## src/rtl/m_ext_pkg.sv

```systemverilog
// Shared definitions for the M-extension divide path.
package m_ext_pkg;

  localparam logic [2:0] F3_DIV  = 3'b100;
  localparam logic [2:0] F3_DIVU = 3'b101;
  localparam logic [2:0] F3_REM  = 3'b110;
  localparam logic [2:0] F3_REMU = 3'b111;

  typedef enum logic [2:0] {
    IDLE,
    PREP,
    CALC,
    FIX,
    DONE
  } div_state_e;

  function automatic logic is_signed_op(input logic [2:0] f3);
    return (f3 == F3_DIV) || (f3 == F3_REM);
  endfunction

endpackage

```

## src/rtl/div_step.sv

```systemverilog
// One restoring-division step: shift the next dividend bit into the
// partial remainder, subtract the divisor if it fits, emit a quotient bit.
module div_step #(
  parameter int XLEN = 32
) (
  input  logic [XLEN:0]   rem_in,
  input  logic [XLEN-1:0] quo_in,
  input  logic [XLEN-1:0] divisor,
  output logic [XLEN:0]   rem_out,
  output logic [XLEN-1:0] quo_out
);

  // One extra bit above the remainder keeps the trial subtraction's sign exact.
  logic [XLEN+1:0] shifted;
  logic [XLEN+1:0] diff;
  logic            ge;

  assign shifted = {rem_in, quo_in[XLEN-1]};
  assign diff    = shifted - {2'b00, divisor};
  assign ge      = ~diff[XLEN+1];
  assign rem_out = ge ? diff[XLEN:0] : shifted[XLEN:0];
  assign quo_out = {quo_in[XLEN-2:0], ge};

endmodule

```

## src/rtl/div_unit.sv

```systemverilog
// Iterative DIV/DIVU/REM/REMU (+W forms at XLEN=64) with valid/ready on
// both sides, BITS_PER_CYCLE restoring steps per cycle, early-out and kill.
module div_unit
  import m_ext_pkg::*;
#(
  parameter int XLEN           = 32,
  parameter int BITS_PER_CYCLE = 1,
  parameter int EARLY_OUT      = 1
) (
  input  logic            i_clk,
  input  logic            i_rst,
  input  logic            i_valid,
  output logic            o_ready,
  input  logic [2:0]      i_f3,
  input  logic            i_w,
  input  logic [XLEN-1:0] i_rs1,
  input  logic [XLEN-1:0] i_rs2,
  input  logic            i_kill,
  output logic            o_valid,
  input  logic            i_ready,
  output logic [XLEN-1:0] o_res,
  output logic            o_busy
);

  localparam int BPC = BITS_PER_CYCLE;
  localparam int CW  = $clog2(XLEN / BPC);
  localparam logic [CW-1:0] N_FULL = CW'(XLEN / BPC - 1);
  localparam logic [CW-1:0] N_W    = CW'(32 / BPC - 1);

  div_state_e      state, state_nxt;
  logic [2:0]      f3_q;
  logic            w_q;
  logic [XLEN-1:0] a_q, b_q, quo_q, sp_res_q, res_q;
  logic [XLEN:0]   rem_q;
  logic [CW-1:0]   cnt_q;
  logic            negq_q, negr_q, sp_q;

  logic            accept, w_in, sgn_in;
  logic [XLEN-1:0] a_ext, b_ext;

  logic            sgn, is_rem, a_neg, b_neg, div0, ovf, early;
  logic [XLEN-1:0] a_mag, b_mag, min_v, sp_val, quo_init;
  logic [XLEN-1:0] q_fix, r_fix, res_fix;

  logic [BPC:0][XLEN:0]   rem_c;
  logic [BPC:0][XLEN-1:0] quo_c;

  assign accept  = (state == IDLE) & i_valid & ~i_kill;
  assign o_ready = (state == IDLE);
  assign o_busy  = (state != IDLE);
  assign o_valid = (state == DONE);
  assign o_res   = res_q;

  // Operand extension at accept: W forms take rs[31:0], sign- or zero-extended.
  always_comb begin
    w_in   = (XLEN == 64) && i_w;
    sgn_in = is_signed_op(i_f3);
    a_ext  = i_rs1;
    b_ext  = i_rs2;
    if (w_in) begin
      for (int i = 32; i < XLEN; i++) begin
        a_ext[i] = sgn_in & i_rs1[31];
        b_ext[i] = sgn_in & i_rs2[31];
      end
    end
  end

  // Operand analysis used in PREP: magnitudes, signs, special cases, early-out.
  always_comb begin
    sgn      = is_signed_op(f3_q);
    is_rem   = (f3_q == F3_REM) || (f3_q == F3_REMU);
    a_neg    = sgn & a_q[XLEN-1];
    b_neg    = sgn & b_q[XLEN-1];
    a_mag    = a_neg ? -a_q : a_q;
    b_mag    = b_neg ? -b_q : b_q;
    min_v    = w_q ? ({XLEN{1'b1}} << 31) : (XLEN'(1) << (XLEN - 1));
    div0     = (b_q == '0);
    ovf      = sgn && (a_q == min_v) && (b_q == '1);
    early    = (EARLY_OUT != 0) && (a_mag < b_mag);
    sp_val   = div0 ? (is_rem ? a_q : '1) : (is_rem ? '0 : a_q);
    // W dividends sit in the top 32 bits so the low 32 quotient bits land
    // after only 32 steps.
    quo_init = w_q ? (a_mag << (XLEN - 32)) : a_mag;
  end

  // Sign correction and result selection for FIX.
  always_comb begin
    q_fix   = negq_q ? -quo_q : quo_q;
    r_fix   = negr_q ? -rem_q[XLEN-1:0] : rem_q[XLEN-1:0];
    res_fix = sp_q ? sp_res_q : (is_rem ? r_fix : q_fix);
    if (w_q) begin
      for (int i = 32; i < XLEN; i++) res_fix[i] = res_fix[31];
    end
  end

  // Chain of restoring steps, BITS_PER_CYCLE deep.
  assign rem_c[0] = rem_q;
  assign quo_c[0] = quo_q;
  for (genvar g = 0; g < BPC; g++) begin : g_step
    div_step #(.XLEN(XLEN)) u_step (
      .rem_in  (rem_c[g]),
      .quo_in  (quo_c[g]),
      .divisor (b_q),
      .rem_out (rem_c[g+1]),
      .quo_out (quo_c[g+1])
    );
  end

  // FSM next state; kill overrides everything outside IDLE.
  always_comb begin
    state_nxt = state;
    case (state)
      IDLE:    if (accept) state_nxt = PREP;
      PREP:    state_nxt = (div0 | ovf | early) ? FIX : CALC;
      CALC:    if (cnt_q == '0) state_nxt = FIX;
      FIX:     state_nxt = DONE;
      DONE:    if (i_ready) state_nxt = IDLE;
      default: state_nxt = IDLE;
    endcase
    if (i_kill && (state != IDLE)) state_nxt = IDLE;
  end

  // State register and datapath registers.
  always_ff @(posedge i_clk or posedge i_rst) begin
    if (i_rst) begin
      state    <= IDLE;
      f3_q     <= '0;
      w_q      <= 1'b0;
      a_q      <= '0;
      b_q      <= '0;
      quo_q    <= '0;
      rem_q    <= '0;
      sp_res_q <= '0;
      res_q    <= '0;
      cnt_q    <= '0;
      negq_q   <= 1'b0;
      negr_q   <= 1'b0;
      sp_q     <= 1'b0;
    end else begin
      state <= state_nxt;
      case (state)
        IDLE: if (accept) begin
          f3_q <= i_f3;
          w_q  <= w_in;
          a_q  <= a_ext;
          b_q  <= b_ext;
        end
        PREP: begin
          sp_q     <= div0 | ovf;
          sp_res_q <= sp_val;
          negq_q   <= a_neg ^ b_neg;
          negr_q   <= a_neg;
          b_q      <= b_mag;
          cnt_q    <= w_q ? N_W : N_FULL;
          if (early) begin
            quo_q <= '0;
            rem_q <= {1'b0, a_mag};
          end else begin
            quo_q <= quo_init;
            rem_q <= '0;
          end
        end
        CALC: begin
          rem_q <= rem_c[BPC];
          quo_q <= quo_c[BPC];
          cnt_q <= cnt_q - 1'b1;
        end
        FIX: if (!i_kill) res_q <= res_fix;
        default: ;
      endcase
    end
  end

endmodule
```

## config.mk

```make
export PLATFORM = sky130hd
export DESIGN_NAME = div_unit
export DESIGN_NICKNAME = d
export VERILOG_FILES = /design/src/rtl/m_ext_pkg.sv /design/src/rtl/div_step.sv /design/src/rtl/div_unit.sv
export SDC_FILE = /design/constraint.sdc
export NUM_CORES = 1
export LEC_CHECK = 0
export CAP_MARGIN = 10
export CORE_MARGIN = 4
export CORE_UTILIZATION = 62
export DETAILED_ROUTE_END_ITERATION = 10
export DONT_BUFFER_PORTS = 1
export GPL_TIMING_DRIVEN = 0
export HOLD_SLACK_MARGIN = 0.06
export PLACE_DENSITY = 0.78
export SLEW_MARGIN = 5
export SYNTH_ARGS = -nofsm -noshare
export SYNTH_HDL_FRONTEND = slang
export SYNTH_SLANG_ARGS = --single-unit
```

## constraint.sdc

```tcl
create_clock -name i_clk -period 20.7 [get_ports i_clk]
set_input_delay 5.175 -clock i_clk [delete_from_list [all_inputs] [get_ports i_clk]]
set_output_delay 5.175 -clock i_clk [all_outputs]
set_load 0.02 [all_outputs]
```

==> summary.md <==
| Metric | Value |
|---|---|
| Syn_nets | 1889 |
| Most common cell in the netlist | dfrtp_1 |
| Post-detailed-routing wire length | 50.5 mm |
| Internal power | 1.56 mW |
| Synth Area in XOR/XNOR | 8.20% |
| Share of layout cells above drive strength 1 | 5.09% |
| Max-slew violation count | 0 |
| Largest net degree at the start of global routing | 83 |
| GR Util met1 | 49.7% |
| Clock-pin slew on the worst setup and hold paths | 0.06 ns |
| Post-Place Cells | 2061 |
| Remaining global-route overflow | 0 |
| Post-synthesis compound-gate area fraction | 26.2% |
| DRC | 0 |
| Period utilisation layout | 35.5% |
| Register area share after synthesis | 35.4% |
| Drt pass-1 iters | 6 |
| Ant. Diodes | 0 |
| # fillers | 1882 |
| Die width | 162 µm |
| Die Footprint | 26100 µm² |
| Pre-CTS setup slack | 13.02 ns |
| Number of synthesized flops with an enable pin | 0 |
| Leakage power | 6.65 nW |
| Clock power share | 12.8% |
| FF+latch area | 5180 µm² |
| CTS Buf Count | 23 |
| Count of cell types in the netlist | 68 |
| RR Startpoint | a_q[0]$_DFFE_PP0P_ |
| Crit path DAT | 7.78 ns |
| WL/cell | 24.1 µm |
| Yosys top cell area share | 35.4% |
| Largest area contributor in the netlist | dfrtp_1 |
| Tmin final | 7.35 ns |
| Routed vias | 14400 |
| Root Driver | clkbuf_16 |
| Fin cells | 2100 |
| Hold_buf cts | 0 |
| Vias in the first global route | 13500 |
| Syn avg cell area | 8.39 µm² |
| FF-to-FF setup slack | 14.30 ns |
| Post-layout util | 69.2% |
| Max_slew headroom | 28.7% |
| Post-synth top cells | dfrtp_1, nand2_1, o21ai_0 |
| Combinational share of power | 62.3% |
| Crit path cell chain | nor3b_1, clkbuf_1, clkbuf_1, mux2_2 |
| WHS Endpoint | sp_res_q[18]$_DFFE_PP0P_ |
| All-Layer GR Usage | 37.3% |
| Max VDD drop | 111 µV |
| Outcome | finished clean |
| Iter 0 DRT Violations | 1596 |
| CP max stage delay | 0.77 ns |
| Multi-input gate area in the final layout | 8690 µm² |
| Power Density | 208 nW/µm² |
| CTS H-tree depth | 1 |
| Row count | 55 |
| Mapped cell area | 14600 µm² |
| Post-synthesis simple-gate area fraction | 16.3% |
| Post-CTS setup buffers | 0 |
| Slew @ Worst Pin | 1.07 ns |
| Crit Path Max Fanout | 10 |
| Max Clock Skew | 0.0181 ns |
| Initial antenna violation count | 0 |
| First-pass GRT wire length | 76.7 mm |
| CTS Sinks | 207 |
| Max Root-Sink Buffers | 3 |
| Die Y | 162 µm |
| Worst min path class | flop to flop |
| Mux cell area share after synthesis | 2.51% |
| Worst skew pair latency | 0.54 ns |
| Cells after synthesis | 1745 |
| CTS tree | yes |
| PortBufs | 0 |
| Sequential power share | 24.9% |
| Sw frac | 52.8% |
| Core Footprint | 22900 µm² |
| GR Util met3 | 6.33% |
| Placer Congestion | 0.999 |
| Post-CTS sizing | 0 |
| Top FF cell, synth | dfrtp_1 |
| Hold Path Stages | 2 |
| Busiest metal layer after global routing | met2 |
| RSZ-0062 raised after global routing | no |
| Slowest stage cell on the critical path | clkbuf_1 |
| Drt via density | 6.87 |
| Adder-Cell Fraction of Synth Area | 6.12% |
| Largest family of logic cells by synthesized area | compound AO/OA/AOI/OAI gates |
| Synth area leaders | dfrtp_1, ha_1, o21ai_0 |
| HPWL after DPL | 39.2 mm |
| Routed Antenna Nets | 0 |
| Initial Utilization | 63.9% |
| Layout net count | 1917 |
| Most frequent CP cell | clkbuf_1 |
| Synth async-reset ratio | 100% |
| Min Hold Slack | 0.474 ns |
| Area Growth Syn to Fin | 8.34% |
| Source of the worst hold timing path | sp_res_q[18]$_DFFE_PP0P_ |
| Worst Setup Start Kind | primary input |
| Worst setup EP type | flop |
| Fmax | 0.136 GHz |
| Top Ports | 108 |
| Register-to-Register Path Depth | 19 |
| Seq cells post-synth | 207 |
| Global Route met2 Usage | 61.1% |
| Req. time, crit path | 21.13 ns |
| Setup TNS | 0 ns |
| Reported net switching power | 1.74 mW |
| Count of final setup violators | 0 |
| Hold Vio Cnt, Final | 0 |
| Setup ws final | 13.35 ns |
| YS warnings | 0 |
| Max cap viols | 0 |
| RR Endpoint | quo_q[19]$_DFFE_PP0P_ |
| Critical path type | primary input to flop |
-- placed cells by master, fill, tap and decap left out, types with 14 or more instances in the layout --
cell,instances
dfrtp_1,207
nand2_1,184
o21ai_0,171
a21oi_1,131
nor2_1,112
clkbuf_1,101
xnor2_1,93
inv_1,89
ha_1,70
o31ai_1,59
a22oi_1,56
xor2_1,44
nand3_1,42
nor3_1,34
mux2_2,30
a211oi_1,23
clkbuf_16,23
nand4_1,22
a221o_1,19
nor4_1,15
a21o_1,15
and3_1,15
or4_1,15
nand2b_1,15
or3_1,14
-- worst max path at each step --
stage | startpoint | slack [ns] | end | cells after the start
floorplan | i_rst | 9.87 | a_q[0]$_DFFE_PP0P_ | 1
global placement | i_rst | 7.67 | b_q[6]$_DFFE_PP0P_ | 1
detailed placement | i_valid | 13.02 | f3_q[1]$_DFFE_PP0P_ | 4
CTS | i_valid | 13.53 | a_q[31]$_DFFE_PP0P_ | 4
global route | i_valid | 13.46 | a_q[20]$_DFFE_PP0P_ | 4
finish | i_valid | 13.35 | a_q[31]$_DFFE_PP0P_ | 4
-- worst max-delay path: cells and delay by family --
family	cells	cell delay, ns
buffers and inverters	2	1.48
AND/OR/NAND/NOR	1	0.68
multiplexers	1	0.43
-- power groups by stage --
stage                     clock (mW)  combinational, mW  sequential, mW
final                          0.422               2.06           0.822
after global routing           0.439               2.23           0.840
after CTS                      0.421               2.00           0.811
after detailed placement           0               1.98           0.815
after global placement             0               1.93           0.805
after floorplan                    0               1.45           0.744
-- metal layers --
layer,vias to the layer above,wire length [µm]
met3,149,4740
met2,825,23300
li1,6463,-
met5,-,0
met4,0,2140
met1,6987,20300
-- state kept, by name, summed over array words and instances, names as in the netlist, 5 cells and up --
register,count
a_q,32
b_q,32
cnt_q,5
o_res,32
quo_q,32
rem_q,33
sp_res_q,32
-- cells by family after synthesis --
group	after synthesis
AOI/OAI and AO/OA	592
xor gates and xnor gates	137
adders and majority gates	71
buffers and inverters	202
DFF	207
muxes	33
and+or+nand+nor	503
-- stage by stage --
stage	power (mW)	instance area, µm²
5_1_grt	3.51	15900
2_1_floorplan	2.19	14600
3_5_place_dp	2.80	15100
3_3_place_gp	2.74	15000
6_report	3.30	15900
4_1_cts	3.23	15900
-- area by class of cell --
type	count	area share [%]
flip-flops and latches	207	32.7
well taps	313	2.47
plain buffers	112	2.68
inverters	90	2.18
clock buffers	31	4.26
multi-input cells	1336	54.8
clock inverters	8	0.537
repair buffers	3	0.379
No activity file was read; power rests on OpenSTA's default activity.
